### src/rtl/fll_bus_responder_pkg.sv
// fll_bus_pkg: register map, FSM states and STATUS layout for the FLL bus responder
package fll_bus_pkg;
    localparam logic [3:0] FLL_STATUS = 4'h0;
    localparam logic [3:0] FLL_CFG1   = 4'h1;
    localparam logic [3:0] FLL_CFG2   = 4'h2;
    localparam logic [3:0] FLL_INTEG  = 4'h3;
    localparam int         LOCK_BIT   = 0;
    typedef enum logic [1:0] {IDLE, WAIT, ACK} state_e;
endpackage

### src/rtl/fll_bus_responder_if.sv
// fll_bus_responder_if: FLL control-bus request/ack signals
interface fll_bus_responder_if;
    logic        req;
    logic        web;
    logic [3:0]  addr;
    logic [31:0] wdata;
    logic        ack;
    logic [31:0] rdata;
    modport master (output req, web, addr, wdata, input ack, rdata);
    modport slave (input req, web, addr, wdata, output ack, rdata);
endinterface

### src/rtl/fll_bus_responder_lock_model.sv
// fll_lock_model: lock countdown, restarted and unlocked by each load strobe
module fll_lock_model #(
    parameter int LockCycles = 16
) (
    input  logic clk_i,
    input  logic rst_ni,
    input  logic load_i,
    output logic lock_o
);
    localparam logic [15:0] LOAD = 16'(LockCycles);
    logic [15:0] cnt_q, cnt_d;
    logic        lock_q, lock_d;
    always_comb begin
        cnt_d  = load_i ? LOAD : (cnt_q != 16'd0 ? cnt_q - 16'd1 : cnt_q);
        lock_d = load_i ? 1'b0 : (lock_q | (cnt_q == 16'd1));
    end
    always_ff @(posedge clk_i or negedge rst_ni) begin
        if (!rst_ni) begin
            cnt_q  <= LOAD;
            lock_q <= 1'b0;
        end else begin
            cnt_q  <= cnt_d;
            lock_q <= lock_d;
        end
    end
    assign lock_o = lock_q;
endmodule

### src/rtl/fll_bus_responder.sv
// fll_bus_responder: FLL bus responder with CFG1/CFG2/INTEG registers and lock model
module fll_bus_responder
    import fll_bus_pkg::*;
#(
    parameter int AckLatency = 2,
    parameter int LockCycles = 16
) (
    input  logic               clk_i,
    input  logic               rst_ni,
    fll_bus_responder_if.slave bus,
    output logic [31:0]        cfg1_o,
    output logic [31:0]        cfg2_o,
    output logic [31:0]        integ_o,
    output logic               lock_o
);
    localparam logic [3:0] CNT_INIT = 4'(AckLatency - 1);
    state_e      state_q, state_d;
    logic [3:0]  cnt_q, cnt_d, addr_q, addr_d, addr_c;
    logic        web_q, web_d, web_c, ack_q, ack_d, start, wr, load;
    logic [31:0] wdata_q, wdata_d, wdata_c, rd_val;
    logic [31:0] cfg1_q, cfg1_d, cfg2_q, cfg2_d, integ_q, integ_d, rdata_q, rdata_d;
    always_ff @(posedge clk_i or negedge rst_ni) begin
        if (!rst_ni) begin
            state_q <= IDLE;
            cnt_q   <= 4'd0;
        end else begin
            state_q <= state_d;
            cnt_q   <= cnt_d;
        end
    end
    always_comb begin
        start   = state_q == IDLE && bus.req;
        state_d = state_q == IDLE ? (bus.req ? (AckLatency == 1 ? ACK : WAIT) : IDLE) :
                  state_q == WAIT ? (cnt_q == 4'd1 ? ACK : WAIT) : IDLE;
        cnt_d   = start ? CNT_INIT : (state_q == WAIT ? cnt_q - 4'd1 : cnt_q);
    end
    // with AckLatency = 1 the commit edge is also the capture edge, so bypass the capture flops
    always_comb begin
        addr_c  = state_q == IDLE ? bus.addr : addr_q;
        web_c   = state_q == IDLE ? bus.web : web_q;
        wdata_c = state_q == IDLE ? bus.wdata : wdata_q;
        addr_d  = start ? bus.addr : addr_q;
        web_d   = start ? bus.web : web_q;
        wdata_d = start ? bus.wdata : wdata_q;
        wr      = state_d == ACK && !web_c;
        load    = wr && addr_c == FLL_CFG1;
        cfg1_d  = load ? wdata_c : cfg1_q;
        cfg2_d  = wr && addr_c == FLL_CFG2 ? wdata_c : cfg2_q;
        integ_d = wr && addr_c == FLL_INTEG ? wdata_c : integ_q;
        rd_val  = addr_c == FLL_STATUS ? (32'(lock_o) << LOCK_BIT) :
                  addr_c == FLL_CFG1 ? cfg1_q :
                  addr_c == FLL_CFG2 ? cfg2_q :
                  addr_c == FLL_INTEG ? integ_q : 32'd0;
        ack_d   = state_d == ACK;
        rdata_d = state_d == ACK && web_c ? rd_val : 32'd0;
    end
    always_ff @(posedge clk_i or negedge rst_ni) begin
        if (!rst_ni) begin
            addr_q  <= 4'd0;
            web_q   <= 1'b0;
            wdata_q <= 32'd0;
            cfg1_q  <= 32'd0;
            cfg2_q  <= 32'd0;
            integ_q <= 32'd0;
            ack_q   <= 1'b0;
            rdata_q <= 32'd0;
        end else begin
            addr_q  <= addr_d;
            web_q   <= web_d;
            wdata_q <= wdata_d;
            cfg1_q  <= cfg1_d;
            cfg2_q  <= cfg2_d;
            integ_q <= integ_d;
            ack_q   <= ack_d;
            rdata_q <= rdata_d;
        end
    end
    fll_lock_model #(.LockCycles(LockCycles)) u_lock (
        .clk_i  (clk_i),
        .rst_ni (rst_ni),
        .load_i (load),
        .lock_o (lock_o)
    );
    assign bus.ack   = ack_q;
    assign bus.rdata = rdata_q;
    assign cfg1_o    = cfg1_q;
    assign cfg2_o    = cfg2_q;
    assign integ_o   = integ_q;
endmodule

### src/flat_wrapper.sv
// flat-port wrapper written by rule: the top's interface ports become plain ports
module fll_bus_responder_flat import fll_bus_pkg::*;
#(
    parameter int AckLatency = 2,
    parameter int LockCycles = 16
)
  (clk_i, rst_ni, cfg1_o, cfg2_o, integ_o, lock_o, bus_req, bus_web, bus_addr, bus_wdata, bus_ack, bus_rdata);
  fll_bus_responder_if bus_i ();
  input  logic clk_i;
  input  logic rst_ni;
  output logic [31:0] cfg1_o;
  output logic [31:0] cfg2_o;
  output logic [31:0] integ_o;
  output logic lock_o;
  input wire logic [$bits(bus_i.req)-1:0] bus_req;
  input wire logic [$bits(bus_i.web)-1:0] bus_web;
  input wire logic [$bits(bus_i.addr)-1:0] bus_addr;
  input wire logic [$bits(bus_i.wdata)-1:0] bus_wdata;
  output wire logic [$bits(bus_i.ack)-1:0] bus_ack;
  output wire logic [$bits(bus_i.rdata)-1:0] bus_rdata;
  assign bus_i.req = bus_req;
  assign bus_i.web = bus_web;
  assign bus_i.addr = bus_addr;
  assign bus_i.wdata = bus_wdata;
  assign bus_ack = bus_i.ack;
  assign bus_rdata = bus_i.rdata;
  fll_bus_responder #(.AckLatency(AckLatency), .LockCycles(LockCycles)) u_core (.clk_i(clk_i), .rst_ni(rst_ni), .bus(bus_i), .cfg1_o(cfg1_o), .cfg2_o(cfg2_o), .integ_o(integ_o), .lock_o(lock_o));
endmodule
### config.mk
export PLATFORM = sky130hd
export DESIGN_NAME = fll_bus_responder_flat
export DESIGN_NICKNAME = d
export VERILOG_FILES = /design/src/rtl/fll_bus_responder_pkg.sv /design/src/rtl/fll_bus_responder_if.sv /design/src/rtl/fll_bus_responder_lock_model.sv /design/src/rtl/fll_bus_responder.sv /design/src/flat_wrapper.sv
export SDC_FILE = /design/constraint.sdc
export NUM_CORES = 1
export LEC_CHECK = 0
export ABC_AREA = 1
export BUFFER_PORTS_ARGS = -buffer_cell sky130_fd_sc_hd__buf_2
export CELL_PAD_IN_SITES_DETAIL_PLACEMENT = 1
export CELL_PAD_IN_SITES_GLOBAL_PLACEMENT = 1
export CORE_ASPECT_RATIO = 1.25
export CORE_MARGIN = 2
export CORE_UTILIZATION = 40
export DETAILED_ROUTE_END_ITERATION = 16
export PLACE_DENSITY_LB_ADDON = 0.2
export SETUP_SLACK_MARGIN = 0.2
export SYNTH_ARGS = -nofsm -noshare
export SYNTH_HDL_FRONTEND = slang
export SYNTH_SLANG_ARGS = --single-unit
### constraint.sdc
create_clock -name clk_i -period 2.1 [get_ports clk_i]
set_input_delay 0.525 -clock clk_i [delete_from_list [all_inputs] [get_ports clk_i]]
set_output_delay 0.525 -clock clk_i [all_outputs]
set_load 0.01 [all_outputs]
# --- Yosys cells after proc, flatten, opt, wreduce, memory -nomap -nowiden ---
# Index checks and enable logic that the tools add are counted.
word_totals:
  register_bits: 189
  inputBits: 40
  output_inout_bits: 130
classes:
  addsub: 2
  n_eq_ne: 7
  mux: 17
  n_bitwise: 1
  reduce_logical: 12
ops:
  columns: ["op", "count"]
  rows:
  - ["$mux W32", 6]
  - ["$mux W16", 2]
  - ["$eq A16 B1 Y1 const B", 1]
  - ["$reduce_bool A16 Y1", 1]
  - ["$sub A16 B1 Y16 const B", 1]
  - ["$mux W4", 3]
  - ["$eq A4 B1 Y1 const B", 2]
  - ["$eq A4 B2 Y1 const B", 2]
  - ["$logic_and A1 B1 Y1", 6]
  - ["$mux W2", 3]
  - ["$logic_not A4 Y1", 1]
  - ["$reduce_bool A2 Y1", 2]
  - ["$sub A4 B1 Y4 const B", 1]
  - ["$mux W1", 3]
  - ["$eq A2 B1 Y1 const B", 1]
  - ["$eq A2 B2 Y1 const B", 1]
  - ["$logic_not A2 Y1", 1]
  - ["$logic_not A1 Y1", 1]
  - ["$or A1 B1 Y1", 1]

# --- Longest topological paths before layout ---
logic_depth:
  word_depth: 8
  mapped_depth: 11
  ltp_nobuf: 10

# --- Cells and area by module ---
# A second synthesis with hierarchy kept.
unflattened:
  cells_unflattened: 1126
  area_unflattened_um2: 8889.8
by_module_without_submodules:
  columns: ["mod", "instances", "cells_per_inst", "area_each_um2", "seq_area_each_um2"]
  rows:
  - ["fll_bus_responder", 1, 980, 7801.2, 4304.1]
  - ["fll_lock_model", 1, 146, 1088.5, 426.7]

# --- Worst setup path before layout ---
# Ideal clock, no wire load.
synth_timing:
  path_type: "reg-to-reg"
  start: "register u_core.u_lock.cnt_q[0]"
  end: "register u_core.u_lock.cnt_q[10]"
  setup_time_ns: 0.128
  t_arrival_ns: 1.556
  path_slack_ns: 0.415
  stages_incl_launch_ff: 9
  path_buffers: 1
  period_less_slack_ns: 1.685
  path_cell_list: "dfrtp_1 -> inv_1 -> ha_1 -> nand2_1 -> nor2_1 -> nand2_1 -> clkbuf_1 -> nor2_1 -> nor2_1"
synth_via:
  elab_chain_len: 3
  elab_cells_between_ends: 5
  cone_classes: "1 x add/sub; 2 x mux; 2 x reduce/logical"
synth_rtl:
  columns: ["item", "line_no", "source"]
  rows:
  - ["from (decl)", "fll_bus_responder_lock_model.sv:11", "logic [15:0] cnt_q, cnt_d;"]
  - ["from (signal assigned)", "fll_bus_responder_lock_model.sv:22", "cnt_q <= cnt_d;"]
  - ["$sub A16 B1 Y16", "fll_bus_responder_lock_model.sv:14", "cnt_d = load_i ? LOAD : (cnt_q != 16'd0 ? cnt_q - 16'd1 : cnt_q);"]
  - ["$mux W16 (2 in series)", "fll_bus_responder_lock_model.sv:14", null]
# Several ways; a longest one is shown, not always the timed one. The select of a mux whose other input is x is not followed.
# A chain may end at the register's enable or synchronous reset.

# --- Final worst setup path ---
layout_timing:
  start: "register u_core.state_q[0]"
  end: "register u_core.cfg1_q[5], in the netlist u_core.cfg1_o[5]"
layout_via:
  elab_chain_len: 6
  elab_cells_between_ends: 12
  cone_classes: "3 x eq/ne; 5 x mux; 4 x reduce/logical"
layout_rtl:
  columns: ["item", "line_no", "source"]
  rows:
  - ["from (decl)", "fll_bus_responder.sv:17", "state_e state_q, state_d;"]
  - ["from (signal assigned)", "fll_bus_responder.sv:27", "state_q <= state_d;"]
  - ["$eq A2 B1 Y1", "fll_bus_responder.sv:34", "state_q == WAIT ? (cnt_q == 4'd1 ? ACK : WAIT) : IDLE;"]
  - ["$mux W2", "fll_bus_responder.sv:34", null]
  - ["$mux W2", "fll_bus_responder.sv:33", "state_d = state_q == IDLE ? (bus.req ? (AckLatency == 1 ? ACK : WAIT) : IDLE) :"]
  - ["$eq A2 B2 Y1", "fll_bus_responder.sv:45", "wr = state_d == ACK && !web_c;"]
  - ["$logic_and A1 B1 Y1", "fll_bus_responder.sv:45", null]
  - ["$logic_and A1 B1 Y1", "fll_bus_responder.sv:46", "load = wr && addr_c == FLL_CFG1;"]
  - ["to (signal assigned)", "fll_bus_responder.sv:71", "cfg1_q <= cfg1_d;"]
  - ["to (decl)", "fll_bus_responder.sv:21", "logic [31:0] cfg1_q, cfg1_d, cfg2_q, cfg2_d, integ_q, integ_d, rdata_q, rdata_d;"]
# Several ways; a longest one is shown, not always the timed one.

==> flow_summary_export.csv <==
group,metric,value,unit
status,status,"finished, final reports clean",
floorplan,rows,59,
critical_path,worstPathArrival,2.05,ns
logic_synthesis,synth-edff-count,0,
logic_synthesis,yosysMostFrequentCell,"nand2_1",
logic_synthesis,yosysTopAreaCellShare,55.00,%
clocking,cts.sinks,189,
sta,maxSlewViolCount,0,
route,drtIter0Drc,303,
global_routing,grt_overflow_total,0,
power_and_ir_drop,vdd_drop_max,0.6120,mV
clocking,root_buffer,"clkbuf_16",
final_layout,fin_nets,1305,
floorplan,initial_utilization,40.94,%
sta,fin_crit_sh,83.61,%
placed_design,hpwl,17690,um
route,num_vias,7606,
logic_synthesis,syn_area_per_cell,7.804,um2
critical_path,start_kind,"flip-flop",
clocking,clockBufferDepth,2,
run,drv_cap,0,
clocking,htree_levels,4,
global_routing,grt_antenna_before_repair,0,
critical_path,endpoint_kind,"flip-flop",
route,routed_wl,25880,um
power_and_ir_drop,leakagePower,5.325,nW
sta,slew_headroom,67.59,%
route,ant_nets,0,
critical_path,crit_required,2.40,ns
sta,fmax,569.5,MHz
floorplan,io_pins,170,
logic_synthesis,synth_area_leader_cell,"dfrtp_1",
clocking,tritoncts,"done",
clocking,insertion_delay,0.44,ns
floorplan,fp.coreArea,20890,um2
critical_path,crit_fanout,41,
logic_synthesis,yosysWarnings,0,
route,drtPass1Iterations,4,
floorplan,die_h,167.5,um
route,drc,0,
floorplan,die_x,134.8,um
sta,tns,0,ns
sta,rsz0062_at_grt,"no",
logic_synthesis,synthCells,1096,
route,wl_per_cell,16.72,um
final_layout,fin_cells,1548,
final_layout,drive_gt1_share,19.64,%
sta,setup_violations,0,
sta,layout_min_cycle_time,1.756,ns
logic_synthesis,ys_seq_elements,189,
final_layout,synthToLayoutAreaGrowth,22.78,%
placed_design,port_buffers,169,
sta,tightest_slew,0.4810,ns
global_routing,grt_pass1_vias,8027,
logic_synthesis,synth_fp_nets,1140,
logic_synthesis,synth_common_cells,"nand2_1 (296), dfrtp_1 (188), inv_1 (166)",
clocking,cts_setup_buffers,0,
sta,finalHoldViolCount,0,
logic_synthesis,synth_top_flop_cell,"dfrtp_1",
route,avgViaCountPerCell,4.913,
logic_synthesis,synth.cell_area,8553,um2
global_routing,grt_use_total,23.92,%
logic_synthesis,async_flop_share,100.0,%
clocking,numCtsBuffers,17,
critical_path,crit_type,"flip-flop to flip-flop",
sta,worst_clock_skew,0.01212,ns
logic_synthesis,ys_types,26,
placed_design,dp.cells,1515,
logic_synthesis,synthTopCellsByArea,"dfrtp_1 (55%), nand2_1 (13%), o21ai_0 (8.0%), inv_1 (7.3%), nor2_1 (6.0%)",
placed_design,finalWeightedCongestion,0.8005,
power_and_ir_drop,p_per_area,1442,nW/um2
logic_synthesis,seq_area_frac_synth,55.31,%
hold_path,hp-class,"primary input to flip-flop",
global_routing,grt_pass1_wl,42240,um
floorplan,die_area,22580,um2
global_routing,grt_max_degree,67,
clocking,clkTransAtPathRegs,0.08,ns
-- registers in the layout, indices dropped and copies added (netlist names) --
register / cells
u_core.bus.rdata: 32
u_core.u_lock.cnt_q: 16
u_core.bus.ack: 1
u_core.cfg1_o: 32
u_core.wdata_q: 32
u_core.u_lock.lock_o: 1
u_core.cfg2_o: 32
u_core.addr_q: 4
u_core.state_q: 2
u_core.web_q: 1
u_core.cnt_q: 4
u_core.integ_o: 32
-- per-stage QoR --
stage	cell area [um2]	util, %	hold WS, ns	setup slack (ns)	power (mW)
floorplan	8553	-	0.2294	0.4154	9.380
global placement	9899	47.39	0.4666	0.2607	11.74
detailed placement	9899	47.39	0.4650	0.1838	12.03
CTS	10480	50.14	0.2872	0.2026	15.31
global route	10500	50.25	0.3054	0.2019	16.39
finish	10500	50.27	0.3067	0.3441	15.14
-- cells by family (layout without fill, tap and decap cells) --
logic type | count (synthesis) | in the layout | synth area share (%)
simple gates | 480 | 480 | 22.15
compound gates | 202 | 202 | 11.85
buf+inv | 218 | 395 | 9.801
fa+ha+maj | 4 | 4 | 0.5852
flops | 189 | 189 | 55.31
xor+xnor | 3 | 3 | 0.3073
other cells | 0 | 1 | 0
-- per-layer routing --
metal | vias to the layer above | part of all wire, % | wire [um] | track usage [%]
met5 | - | 0 | 0 | 0
met4 | 0 | 2.1 | 533 | 8.238
met3 | 32 | 3.6 | 937 | 3.875
met2 | 139 | 52 | 13550 | 43.13
met1 | 3739 | 42 | 10850 | 28.69
li1 | 3696 | - | - | -
-- where the power goes --
group / switching (mW) / internal, mW
clock network: 1.56 / 1.60
registers: 0.923 / 4.89
logic: 4.09 / 2.08
-- path summary, 6_finish.rpt --
check	cells after the start	from	slack, ns	end
min	3	bus_wdata[6]	0.31	u_core.wdata_q[6]
min in group asynchronous	2	rst_ni	0.55	u_core.bus.rdata[5]
max in group asynchronous	3	rst_ni	0.90	u_core.cfg2_o[24]
min reg2reg	2	u_core.wdata_q[31]	0.50	u_core.wdata_q[31]
max	10	u_core.state_q[0]	0.34	u_core.cfg1_o[5]
max reg2reg	10	u_core.state_q[0]	0.34	u_core.cfg1_o[5]
-- cells in the final DEF (no fill, tap or decap), drive strengths merged, types with 4 or more instances in the layout --
master  instances
dfrtp         188
o21ai         166
nand3          31
clkinv          4
nor2          141
ha              4
a21oi          34
nand2         300
inv           174
clkbuf         19
nand4           4
buf           195
-- critical path, cell delays in order (launching register included) --
cell and delay (ns):
dfrtp_1 0.44, inv_1 0.10, nand2_2 0.15, nand2_1 0.08, nand2_2 0.14, nand2_2 0.10
nor2_4 0.13, nand2_2 0.11, buf_12 0.19, nand2_1 0.08, o21ai_0 0.08
-- layout make-up --
cell class | count | area [um2]
clock buffers | 18 | 439.2
repair buffers | 197 | 1217
fillers | 2634 | 10390
diodes | 1 | 2.502
clock inverters | 13 | 126.4
flip-flops and latches | 189 | 4732
well taps | 274 | 342.8
multi-input cells | 689 | 3014
inverters | 167 | 626.9
-- repair_timing --
action / 4_1_cts / 5_1_grt
gates resized for setup: 0 / 12
hold buffers: 1 / 0
setup endpoints to repair: 0 / 137
hold endpoints to repair: 20 / 0
No activity file was read; power rests on OpenSTA's default activity.
